### config.mk
export PLATFORM = sky130hd
export DESIGN_NAME = real_mul_byte_loader_flat
export DESIGN_NICKNAME = d
export VERILOG_FILES = /design/src/rtl/real_mul_byte_loader_if.sv /design/src/rtl/real_mul_byte_loader.sv /design/src/flat_wrapper.sv
export SDC_FILE = /design/constraint.sdc
export NUM_CORES = 1
export LEC_CHECK = 0
export ABC_CLOCK_PERIOD_IN_PS = 2200
export CAP_MARGIN = 20
export CORE_MARGIN = 1
export CORE_UTILIZATION = 40
export CTS_CLUSTER_SIZE = 12
export DETAILED_ROUTE_END_ITERATION = 8
export GPL_TIMING_DRIVEN = 0
export PLACE_DENSITY = 0.77
export SLEW_MARGIN = 20
export SYNTH_ARGS = -nofsm -noshare
export SYNTH_HDL_FRONTEND = slang
export SYNTH_SLANG_ARGS = --single-unit
### constraint.sdc
create_clock -name clk -period 2.2 [get_ports clk]
set_clock_uncertainty 0.2 [all_clocks]
set_input_delay 0.22 -clock clk [delete_from_list [all_inputs] [get_ports clk]]
set_output_delay 0.22 -clock clk [all_outputs]
set_load 0.005 [all_outputs]
### src/rtl/real_mul_byte_loader_if.sv
// Byte-stream and multiplier-side bus for real_mul_byte_loader.
// slave = loader side, master = stream source/sink plus multiplier side.
interface real_mul_byte_loader_if;
  logic        in_valid;
  logic [7:0]  in_data;
  logic        in_ready;
  logic [63:0] op1;
  logic [63:0] op2;
  logic [63:0] mul_result;
  logic        out_valid;
  logic [7:0]  out_data;
  logic        out_ready;
  logic        busy;

  modport slave (
    input  in_valid, in_data, mul_result, out_ready,
    output in_ready, op1, op2, out_valid, out_data, busy
  );

  modport master (
    output in_valid, in_data, mul_result, out_ready,
    input  in_ready, op1, op2, out_valid, out_data, busy
  );
endinterface

### src/rtl/real_mul_byte_loader.sv
// Byte-serial loader/streamer around real_mul: assembles op1/op2, waits RES_LAT+1 cycles,
// streams the product MSB-first. Define REAL_MUL_LOADER_CKSUM_EN to append an XOR checksum byte.
module real_mul_byte_loader #(
  parameter int IS_DOUBLE = 0,
  parameter int RES_LAT   = 1
) (
  input  logic                 clk,
  input  logic                 rst,
  real_mul_byte_loader_if.slave bus
);
  localparam int N = (IS_DOUBLE != 0) ? 8 : 4;
  localparam int W = 8 * N;
`ifdef REAL_MUL_LOADER_CKSUM_EN
  localparam int NB = N + 1;
`else
  localparam int NB = N;
`endif
  localparam logic [3:0] N_LAST   = 4'(N - 1);
  localparam logic [3:0] IDX_LAST = 4'(NB - 1);
  localparam logic [3:0] LAT_LAST = 4'(RES_LAT);

  typedef enum logic [1:0] {LOAD_A, LOAD_B, WAIT_LAT, SEND} state_t;

  state_t      state_reg;
  logic [3:0]  cnt_reg;
  logic [3:0]  wait_reg;
  logic [3:0]  idx_reg;
  logic [63:0] op1_reg;
  logic [63:0] op2_reg;
  logic [W-1:0] res_reg;
  logic        out_valid_reg;
  logic [7:0]  out_data_reg;

  logic [W-1:0] cap;
  logic         in_ready;
  logic         accept;
  logic [7:0]   send_bytes [16];

  function automatic logic [63:0] shift_in(input logic [63:0] op, input logic [7:0] b);
    return (IS_DOUBLE != 0) ? {op[55:0], b} : {32'b0, op[23:0], b};
  endfunction

  assign cap      = bus.mul_result[W-1:0];
  assign in_ready = (state_reg == LOAD_A) || (state_reg == LOAD_B);
  assign accept   = bus.in_valid && in_ready;

  assign bus.in_ready  = in_ready;
  assign bus.op1       = op1_reg;
  assign bus.op2       = op2_reg;
  assign bus.out_valid = out_valid_reg;
  assign bus.out_data  = out_data_reg;
  assign bus.busy      = (state_reg != LOAD_A) || (cnt_reg != 4'd0);

`ifdef REAL_MUL_LOADER_CKSUM_EN
  logic [7:0] cksum;
  always_comb begin
    cksum = 8'h00;
    for (int i = 0; i < N; i++) cksum = cksum ^ res_reg[8*i +: 8];
  end
`endif

  // Output bytes laid out in transmit order; slot N holds the checksum when enabled.
  genvar gi;
  generate
    for (gi = 0; gi < 16; gi++) begin : g_send
      if (gi < N) begin : g_res
        assign send_bytes[gi] = res_reg[8*(N-1-gi) +: 8];
      end
`ifdef REAL_MUL_LOADER_CKSUM_EN
      else if (gi == N) begin : g_ck
        assign send_bytes[gi] = cksum;
      end
`endif
      else begin : g_pad
        assign send_bytes[gi] = 8'h00;
      end
    end
  endgenerate

  always_ff @(posedge clk or negedge rst) begin
    if (!rst) begin
      state_reg     <= LOAD_A;
      cnt_reg       <= 4'd0;
      wait_reg      <= 4'd0;
      idx_reg       <= 4'd0;
      op1_reg       <= 64'd0;
      op2_reg       <= 64'd0;
      res_reg       <= '0;
      out_valid_reg <= 1'b0;
      out_data_reg  <= 8'h00;
    end else begin
      case (state_reg)
        LOAD_A: if (accept) begin
          op1_reg <= shift_in(op1_reg, bus.in_data);
          if (cnt_reg == N_LAST) begin
            cnt_reg   <= 4'd0;
            state_reg <= LOAD_B;
          end else begin
            cnt_reg <= cnt_reg + 4'd1;
          end
        end
        LOAD_B: if (accept) begin
          op2_reg <= shift_in(op2_reg, bus.in_data);
          if (cnt_reg == N_LAST) begin
            cnt_reg   <= 4'd0;
            wait_reg  <= 4'd0;
            state_reg <= WAIT_LAT;
          end else begin
            cnt_reg <= cnt_reg + 4'd1;
          end
        end
        WAIT_LAT: begin
          // First output byte comes straight from the multiplier so it is valid on SEND entry.
          if (wait_reg == LAT_LAST) begin
            res_reg       <= cap;
            out_valid_reg <= 1'b1;
            out_data_reg  <= cap[W-1 -: 8];
            idx_reg       <= 4'd0;
            state_reg     <= SEND;
          end else begin
            wait_reg <= wait_reg + 4'd1;
          end
        end
        SEND: if (bus.out_ready) begin
          if (idx_reg == IDX_LAST) begin
            out_valid_reg <= 1'b0;
            state_reg     <= LOAD_A;
          end else begin
            idx_reg      <= idx_reg + 4'd1;
            out_data_reg <= send_bytes[idx_reg + 4'd1];
          end
        end
        default: state_reg <= LOAD_A;
      endcase
    end
  end
endmodule
### src/flat_wrapper.sv
// flat-port wrapper written by rule: the top's interface ports become plain ports
module real_mul_byte_loader_flat 
#(
  parameter int IS_DOUBLE = 0,
  parameter int RES_LAT   = 1
)
  (clk, rst, bus_in_valid, bus_in_data, bus_mul_result, bus_out_ready, bus_in_ready, bus_op1, bus_op2, bus_out_valid, bus_out_data, bus_busy);
  real_mul_byte_loader_if bus_i ();
  input  logic clk;
  input  logic rst;
  input wire logic [$bits(bus_i.in_valid)-1:0] bus_in_valid;
  input wire logic [$bits(bus_i.in_data)-1:0] bus_in_data;
  input wire logic [$bits(bus_i.mul_result)-1:0] bus_mul_result;
  input wire logic [$bits(bus_i.out_ready)-1:0] bus_out_ready;
  output wire logic [$bits(bus_i.in_ready)-1:0] bus_in_ready;
  output wire logic [$bits(bus_i.op1)-1:0] bus_op1;
  output wire logic [$bits(bus_i.op2)-1:0] bus_op2;
  output wire logic [$bits(bus_i.out_valid)-1:0] bus_out_valid;
  output wire logic [$bits(bus_i.out_data)-1:0] bus_out_data;
  output wire logic [$bits(bus_i.busy)-1:0] bus_busy;
  assign bus_i.in_valid = bus_in_valid;
  assign bus_i.in_data = bus_in_data;
  assign bus_i.mul_result = bus_mul_result;
  assign bus_i.out_ready = bus_out_ready;
  assign bus_in_ready = bus_i.in_ready;
  assign bus_op1 = bus_i.op1;
  assign bus_op2 = bus_i.op2;
  assign bus_out_valid = bus_i.out_valid;
  assign bus_out_data = bus_i.out_data;
  assign bus_busy = bus_i.busy;
  real_mul_byte_loader #(.IS_DOUBLE(IS_DOUBLE), .RES_LAT(RES_LAT)) u_core (.clk(clk), .rst(rst), .bus(bus_i));
endmodule
* Word-level counts from Yosys, hierarchy flattened
Cells that the tools add are included.
** Cells by class
- Order comparisons :: 1
- Bitwise logic cells :: 1
- Add/subtract/negate cells :: 3
- Equality and inequality tests :: 15
- Reduce and logical (&&, ||, !) cells :: 17
- Mux-type cells :: 28
** Operators with widths (count)
- $mux 8 :: 5
- $bmux 8 s4 :: 1
- $mux 4 :: 7
- $pmux 4 s2 :: 2
- $pmux 8 s2 :: 1
- $mux 2 :: 7
- $add 4x1->4 const B :: 3
- $reduce_and 4->1 :: 3
- $ne 2x2->1 const B :: 5
- $eq 4x2->1 const B :: 2
- $ne 2x1->1 const B :: 4
- $pmux 2 s4 :: 1
- $reduce_and 2->1 :: 4
- $reduce_and 7->1 :: 1
- $reduce_bool 2->1 :: 3
- $ge 5x5->1 const B :: 1
- $not 4->5 :: 1
- $eq 2x2->1 const B :: 2
- $eq 4x1->1 const B :: 1
- $reduce_bool 4->1 :: 1
- $mux 1 :: 3
- $eq 2x1->1 const B :: 1
- $logic_not 2->1 :: 1
- $logic_or 1x1->1 :: 2
- other kinds (3) :: 3
** Storage, ports and cells
- Bits in registers :: 119
- Input bits :: 76
- Output and inout port bits :: 139
- Word-level logic and storage cells :: 74

* Depth between registers and ports, before layout
- Depth in word-level cells :: 8
- Mapped depth :: 8
- Gate-level depth less buffers :: 6

* Worst setup path before layout
OpenSTA, ideal clock, no wires.
- Path kind :: flip-flop to flip-flop
- From :: register u_core.state_reg[0]
- To :: register u_core.idx_reg[3]
- Setup time :: 69 ps
- Setup slack :: 162 ps
- Buffers on the path :: 1
- Clock period less this slack :: 2038 ps
- Required time :: 1931 ps
- Stages on the path, launching flop included :: 8
- Arrival time :: 1769 ps
- Path through :: dfrtp_1 > inv_1 > ha_1 > nand4bb_1 > buf_4 > a21o_1 > or4_1 > nand3_1
** Between the ends
- Cells in the longest elaborated chain, start to end :: 3
- Elaborated cells between the ends (all ways) :: 8
- Classes of those cells :: eq/ne (5); mux (1); reduce/logical (2)
** Ends and longest elaborated chain
- start, declared :: RTL line real_mul_byte_loader.sv:24 : state_t state_reg;
- start signal, assigned :: RTL line real_mul_byte_loader.sv:82 : state_reg <= LOAD_A;
- start signal, assigned :: RTL line real_mul_byte_loader.sv:97 : state_reg <= LOAD_B;
- start signal, assigned :: RTL line real_mul_byte_loader.sv:107 : state_reg <= WAIT_LAT;
- $eq 2x2->1 :: RTL line real_mul_byte_loader.sv:92 : case (state_reg)
- $ne 2x2->1 (no source line), or another cell as far along
- $reduce_and 4->1 (no source line)
- end signal, assigned :: RTL line real_mul_byte_loader.sv:129 : idx_reg <= idx_reg + 4'd1;
- end, declared :: RTL line real_mul_byte_loader.sv:27 : logic [3:0] idx_reg;
Several ways; a longest one is shown, not always the timed one.
A chain may end at the register's enable or synchronous reset.

* Final worst setup path
- From :: register u_core.state_reg[0]
- To :: output port bus_busy
** Between the ends
- Cells in the longest elaborated chain, start to end :: 2
** Ends and longest elaborated chain
- $reduce_bool 2->1 :: RTL line real_mul_byte_loader.sv:52 : assign bus.busy = (state_reg != LOAD_A) || (cnt_reg != 4'd0);
- $logic_or 1x1->1 :: RTL line real_mul_byte_loader.sv:52
- end, declared :: RTL line flat_wrapper.sv:20 : output wire logic [$bits(bus_i.busy)-1:0] bus_busy;
No other way between the ends.

==> impl_metrics.py <==
metrics = {
    "drt": {
        "avgRoutedWirePerCell_microns": 14.8,
        "wl_met3_mm": 1.23,
        "ant_nets": 0,
        "drt-initial-drc-count": 195,
        "vias": 4100,
        "wl_met2_mm": 6.49,
        "dr.pass1.iters": 4,
        "met1Wirelength_mm": 5.10,
        "drcViolationCount": 0,
        "drt_wl_total_mm": 13.0,
        "routed_via_density": 4.68,
        "highest_layer": "met4",
    },
    "layout": {
        "nFillCells": 1086,
        "mostFrequentLayoutCell": "dfrtp_1",
        "multi_input_area_sq_um": 2280,
        "utilization": 0.592,
        "finalNonFillerCells": 876,
        "nNetsFinal": 772,
        "diodes": 0,
        "layout_common_cells": "119 x dfrtp_1, 116 x clkdlybuf4s50_1, 104 x nand2_1",
        "layout.area.seq_sq_um": 2980,
        "area_growth_syn_to_layout_pct": 42.7,
        "drive_gt1_frac": 0.277,
    },
    "die": {
        "die-area_sq_um": 14400,
        "core_sq_um": 13400,
        "io_pins": 215,
        "rows": 42,
        "die_h_microns": 120,
        "fp.dieW_microns": 120,
        "start_util": 0.414,
    },
    "placed_design": {
        "place.gp.congestion": 0.802,
        "dp.cells": 842,
        "post-dp-hpwl_mm": 9.09,
        "place.port_buffers": 118,
    },
    "power": {
        "p_per_area_nw_per_um2": 1440,
        "p_leak_nw": 3.74,
        "ir_drop_uv": 839,
        "power_mw": 11.4,
    },
    "synth": {
        "yosys.area.top_type": "dfrtp_1",
        "synth_top_cell_area_share": 0.536,
        "avgSynthCellArea_sq_um": 11.5,
        "synth-edff-count": 0,
        "yosys_warnings": 0,
        "ys_ff_latch": 119,
        "synth-async-reset-ratio": 1.00,
        "seq_area_frac_synth": 0.536,
        "synthFlopType": "dfrtp_1",
        "syn_inst": 484,
        "synthDistinctLibCells": 41,
        "synth_area_leaders": "dfrtp_1 54%, mux2_2 13%, buf_4 8.8%",
        "syn_area_sq_um": 5550,
    },
    "timing": {
        "max_slew_margin": 0.620,
        "setup_viol": 0,
        "finalMaxSlewViolations": 0,
        "tightest_slew_ns": 0.569,
        "hold_violations": 0,
        "max_freq_mhz": 469,
        "period_needed_ns": 2.13,
        "timing.final.crit_share": 0.969,
    },
    "worst_setup_path": {
        "slowest_delay_ns": 0.50,
        "path_depth": 4,
        "r2r-end": "u_core.idx_reg[3]",
        "critPathSlowestCell": "clkdlybuf4s50_1",
        "crit_path_cell_trace": "inv_2, ha_4, nand3_1, clkdlybuf4s50_1",
        "arrival_ns": 1.71,
        "r2r-start": "u_core.state_reg[0]",
        "cp_max_fo": 5,
        "cpLargestDelayFamily": "buffers and inverters",
        "critical_path.startpoint_type": "register",
        "rr_worst_depth": 7,
        "worstSetupPathType": "register to output port",
        "rrSetupSlack_ns": 0.07,
        "worst-path-buf-inv": 2,
        "critical_path_required_ns": 1.78,
        "end_kind": "output port",
    },
    "clock_network": {
        "clk_pin_slew_ns": 0.05,
        "clockBufferDepth": 2,
        "cts_num_sinks": 119,
        "cts_buffers": 17,
        "h-tree-depth": 4,
        "cts-root-buf": "clkbuf_16",
        "clk_latency_ns": 0.42,
        "tritoncts": "yes",
    },
    "global_route": {
        "grt_pass1_vias": 4176,
        "grt_pass1_wl_mm": 20.9,
        "grtUsageTotal": 0.192,
        "antenna_found_initial": 0,
        "grt_max_degree": 70,
        "grt_overflow": 0,
    },
    "min_path": {
        "hp-class": "input pin to async pin",
    },
    "flow_run": {
        "cap_viol_max_count": 0,
    },
    "outcome": {
        "status": "completed",
    },
}
[report_power, final]
part | switching, mW | internal (mW) | total, mW
clock network | 0.950 | 1.93 | 2.88
logic | 1.83 | 2.71 | 4.54
registers | 0.739 | 3.28 | 4.02
total | 3.52 | 7.91 | 11.4
[worst register-to-register path: stages (launching register included)]
cell       delay, ns
dfrtp_1         0.42
inv_2           0.14
ha_4            0.19
nand4bb_1       0.12
buf_6           0.16
a21o_4          0.23
or4_4           0.51
nand3_1         0.10
[cell usage after synthesis (all sizes together), types with 2 or more instances]
library cell  count
mux2i             2
clkbuf            4
o21ai             9
mux4              8
nand3             8
nor2b            12
nor2             10
buf              77
inv               8
o31ai             5
a22o              2
a21oi            16
dfrtp           119
nand2b            4
ha                9
nand2           104
or2               2
mux2             66
[metrics by stage]
step / worst slack [ns] / TNS, ns / cell area (sq um) / hold slack [ns]
after floorplan: 0.162 / 0 / 5790 / -0.276
final: 0.0673 / 0 / 7930 / 0.107
after CTS: -0.0362 / -0.0362 / 7880 / 0.118
after detailed placement: -0.136 / -1.99 / 7220 / -0.00788
after global routing: -0.00410 / -0.00410 / 7930 / 0.151
after global placement: -3.80 / -452.14 / 7190 / 0.253
[routing by layer]
metal	up-vias	global-route usage
li1	1911	-
met1	2014	0.214
met2	161	0.316
met3	14	0.0865
met4	0	0.0813
met5	-	0
[repair_timing]
item                       in CTS  in global routing
buffers inserted                2                  0
setup endpoints to repair      34                 66
resized for setup               6                 18
pin swaps                       1                  1
hold endpoints to repair       96                  0
hold buffers                    1                  0
[kinds of logic after synthesis]
kind of cell,count (synthesis),share of synthesized area
fa+ha+maj,9,0.0203
buf+inv,89,0.105
compound gates,39,0.0453
mux,76,0.170
other cells,1,0.000675
flops,119,0.536
xor+xnor,1,0.00158
simple gates,150,0.121
[final cells by class]
cell class                 count  area share
buffer                        80      0.0706
clock buffer                  25      0.0638
clock inverter                 7      0.0145
inverter                       8     0.00379
multi-input combinational    339       0.288
sequential                   119       0.376
tap                          176      0.0278
timing repair buffer         122       0.156
[worst max path at each step]
stage                   startpoint                endpoint
4_1_cts        u_core.state_reg[0]       u_core.idx_reg[3]
3_5_place_dp   u_core.state_reg[0]       u_core.idx_reg[1]
6_report       u_core.state_reg[0]                bus_busy
3_3_place_gp                   rst  u_core.bus.out_data[1]
5_1_grt        u_core.state_reg[0]       u_core.idx_reg[3]
2_1_floorplan  u_core.state_reg[0]       u_core.idx_reg[3]
Power figures use the tool's default switching activity.
==> patch: new RTL, same settings <==
`IS_DOUBLE` is set to 0 in 2 places; all go to 1.
--- a/src/rtl/real_mul_byte_loader.sv
+++ b/src/rtl/real_mul_byte_loader.sv
@@ -1,7 +1,7 @@
 // Byte-serial loader/streamer around real_mul: assembles op1/op2, waits RES_LAT+1 cycles,
 // streams the product MSB-first. Define REAL_MUL_LOADER_CKSUM_EN to append an XOR checksum byte.
 module real_mul_byte_loader #(
-  parameter int IS_DOUBLE = 0,
+  parameter int IS_DOUBLE = 1,
   parameter int RES_LAT   = 1
 ) (
   input  logic                 clk,
--- a/src/flat_wrapper.sv
+++ b/src/flat_wrapper.sv
@@ -1,7 +1,7 @@
 // flat-port wrapper written by rule: the top's interface ports become plain ports
 module real_mul_byte_loader_flat 
 #(
-  parameter int IS_DOUBLE = 0,
+  parameter int IS_DOUBLE = 1,
   parameter int RES_LAT   = 1
 )
   (clk, rst, bus_in_valid, bus_in_data, bus_mul_result, bus_out_ready, bus_in_ready, bus_op1, bus_op2, bus_out_valid, bus_out_data, bus_busy);
Formal check against the unedited RTL: not equivalent (a bounded check fails within 10 cycles, from zero or initial values and one cycle with rst low).
==> patch against the unedited design <==
- final area is 63% higher
- sequential power is 79% higher
- total power is 70% higher
- largest cell class unchanged
- area after synthesis is 61% higher
- worst setup slack worse by 44 ps
- synthesized cell count is 18% higher
- sequential cell count is 96 higher
- routed wire length is 79% higher
==> patch: results (changes against the unedited design) <==
Tot GR Track Use 0.197 (+0.00566); post_cts resized 47 (+41); PortBufs 214 (+81%); register area share after synthesis 0.601 (+0.0650); initial antenna violation count 1 (+1); worst r2r src u_core.wait_reg[1]; slowest CP cell dfrtp_1; DRT Pass-1 Iters 5 (+1); CP Class reg2reg; layout cells sized above 1 0.357 (+0.0800); post-DP HPWL 15,300 um (+68%); average cell area after synthesis 15.7 um^2 (+37%); CP max FO 8 (+3); Slew Limit Headroom 0.468 (-0.153); R2R Setup Slk 20 ps (-40 ps); layout overhead on the synthesized area 44.1%; Iter 0 DRT Violations 152 (-22%); Min Clock Period, post-route 2180 ps (+44.3 ps); status finished, final reports clean; ranking of synthesized cells by area dfrtp_1 60%, mux2_2 23%, mux4_2 3.3%, mux2_1 1.8%, ha_1 1.3%; hold slack 58.3 ps (-49.1 ps); fin nets 922 (+19%); worst r2r dst u_core.res_reg[11]; area of placed instances 11,500 um^2 (+59%); clock buffer depth 3 (+1)
[patch: cell types whose count changed after synthesis, moves of 11 or more]
cell / change
nand2_1: -79
mux2_2: +117
nor2b_1: -11
dfrtp_1: +96
buf_4: -63
mux2_1: +13
[patch: metal layers]
layer  routed length (um)  up-vias  GRT usage
li1                     -     2627          -
met1                 9540     2981      0.253
met2                11100      194      0.322
met3                 2040       37     0.0695
met4                  486        2     0.0426
met5                   13        -          0
[patch: cell families (layout without fill, tap and decap cells)]
| family | count (synthesis) | in the layout | share of synthesized area |
|---|---|---|---|
| xor+xnor | 2 | 2 | 0.00280 |
| simple gates | 57 | 57 | 0.0354 |
| flops | 215 | 215 | 0.601 |
| compound gates | 34 | 34 | 0.0278 |
| mux | 221 | 221 | 0.298 |
| fa+ha+maj | 9 | 9 | 0.0126 |
| buf+inv | 33 | 316 | 0.0220 |
[patch: worst min-delay path by stage]
stage                             from                 end  cells after the start
detailed placement                 rst  u_core.bus.op2[27]                      1
global route                       rst  u_core.bus.op2[45]                      3
CTS                                rst  u_core.bus.op2[45]                      3
finish                             rst  u_core.bus.op2[46]                      3
floorplan                          rst   u_core.bus.op1[0]                      0
global placement    u_core.res_reg[31]  u_core.res_reg[31]                      1
[patch: cell type report]
type	count	area share
Timing Repair Buffer	243	0.200
Clock inverter	7	0.00553
Clock buffer	36	0.0547
Multi-Input combinational cell	323	0.275
Inverter	6	0.00194
Buffer	24	0.0181
Sequential cell	215	0.417
Tap cell	280	0.0272
[patch: report_power, final]
| part | internal (mW) | total, mW | switching [mW] |
|---|---|---|---|
| registers | 5.84 | 7.19 | 1.35 |
| logic | 5.43 | 8.37 | 2.94 |
| clock network | 2.33 | 3.90 | 1.58 |
| total | 13.6 | 19.5 | 5.86 |
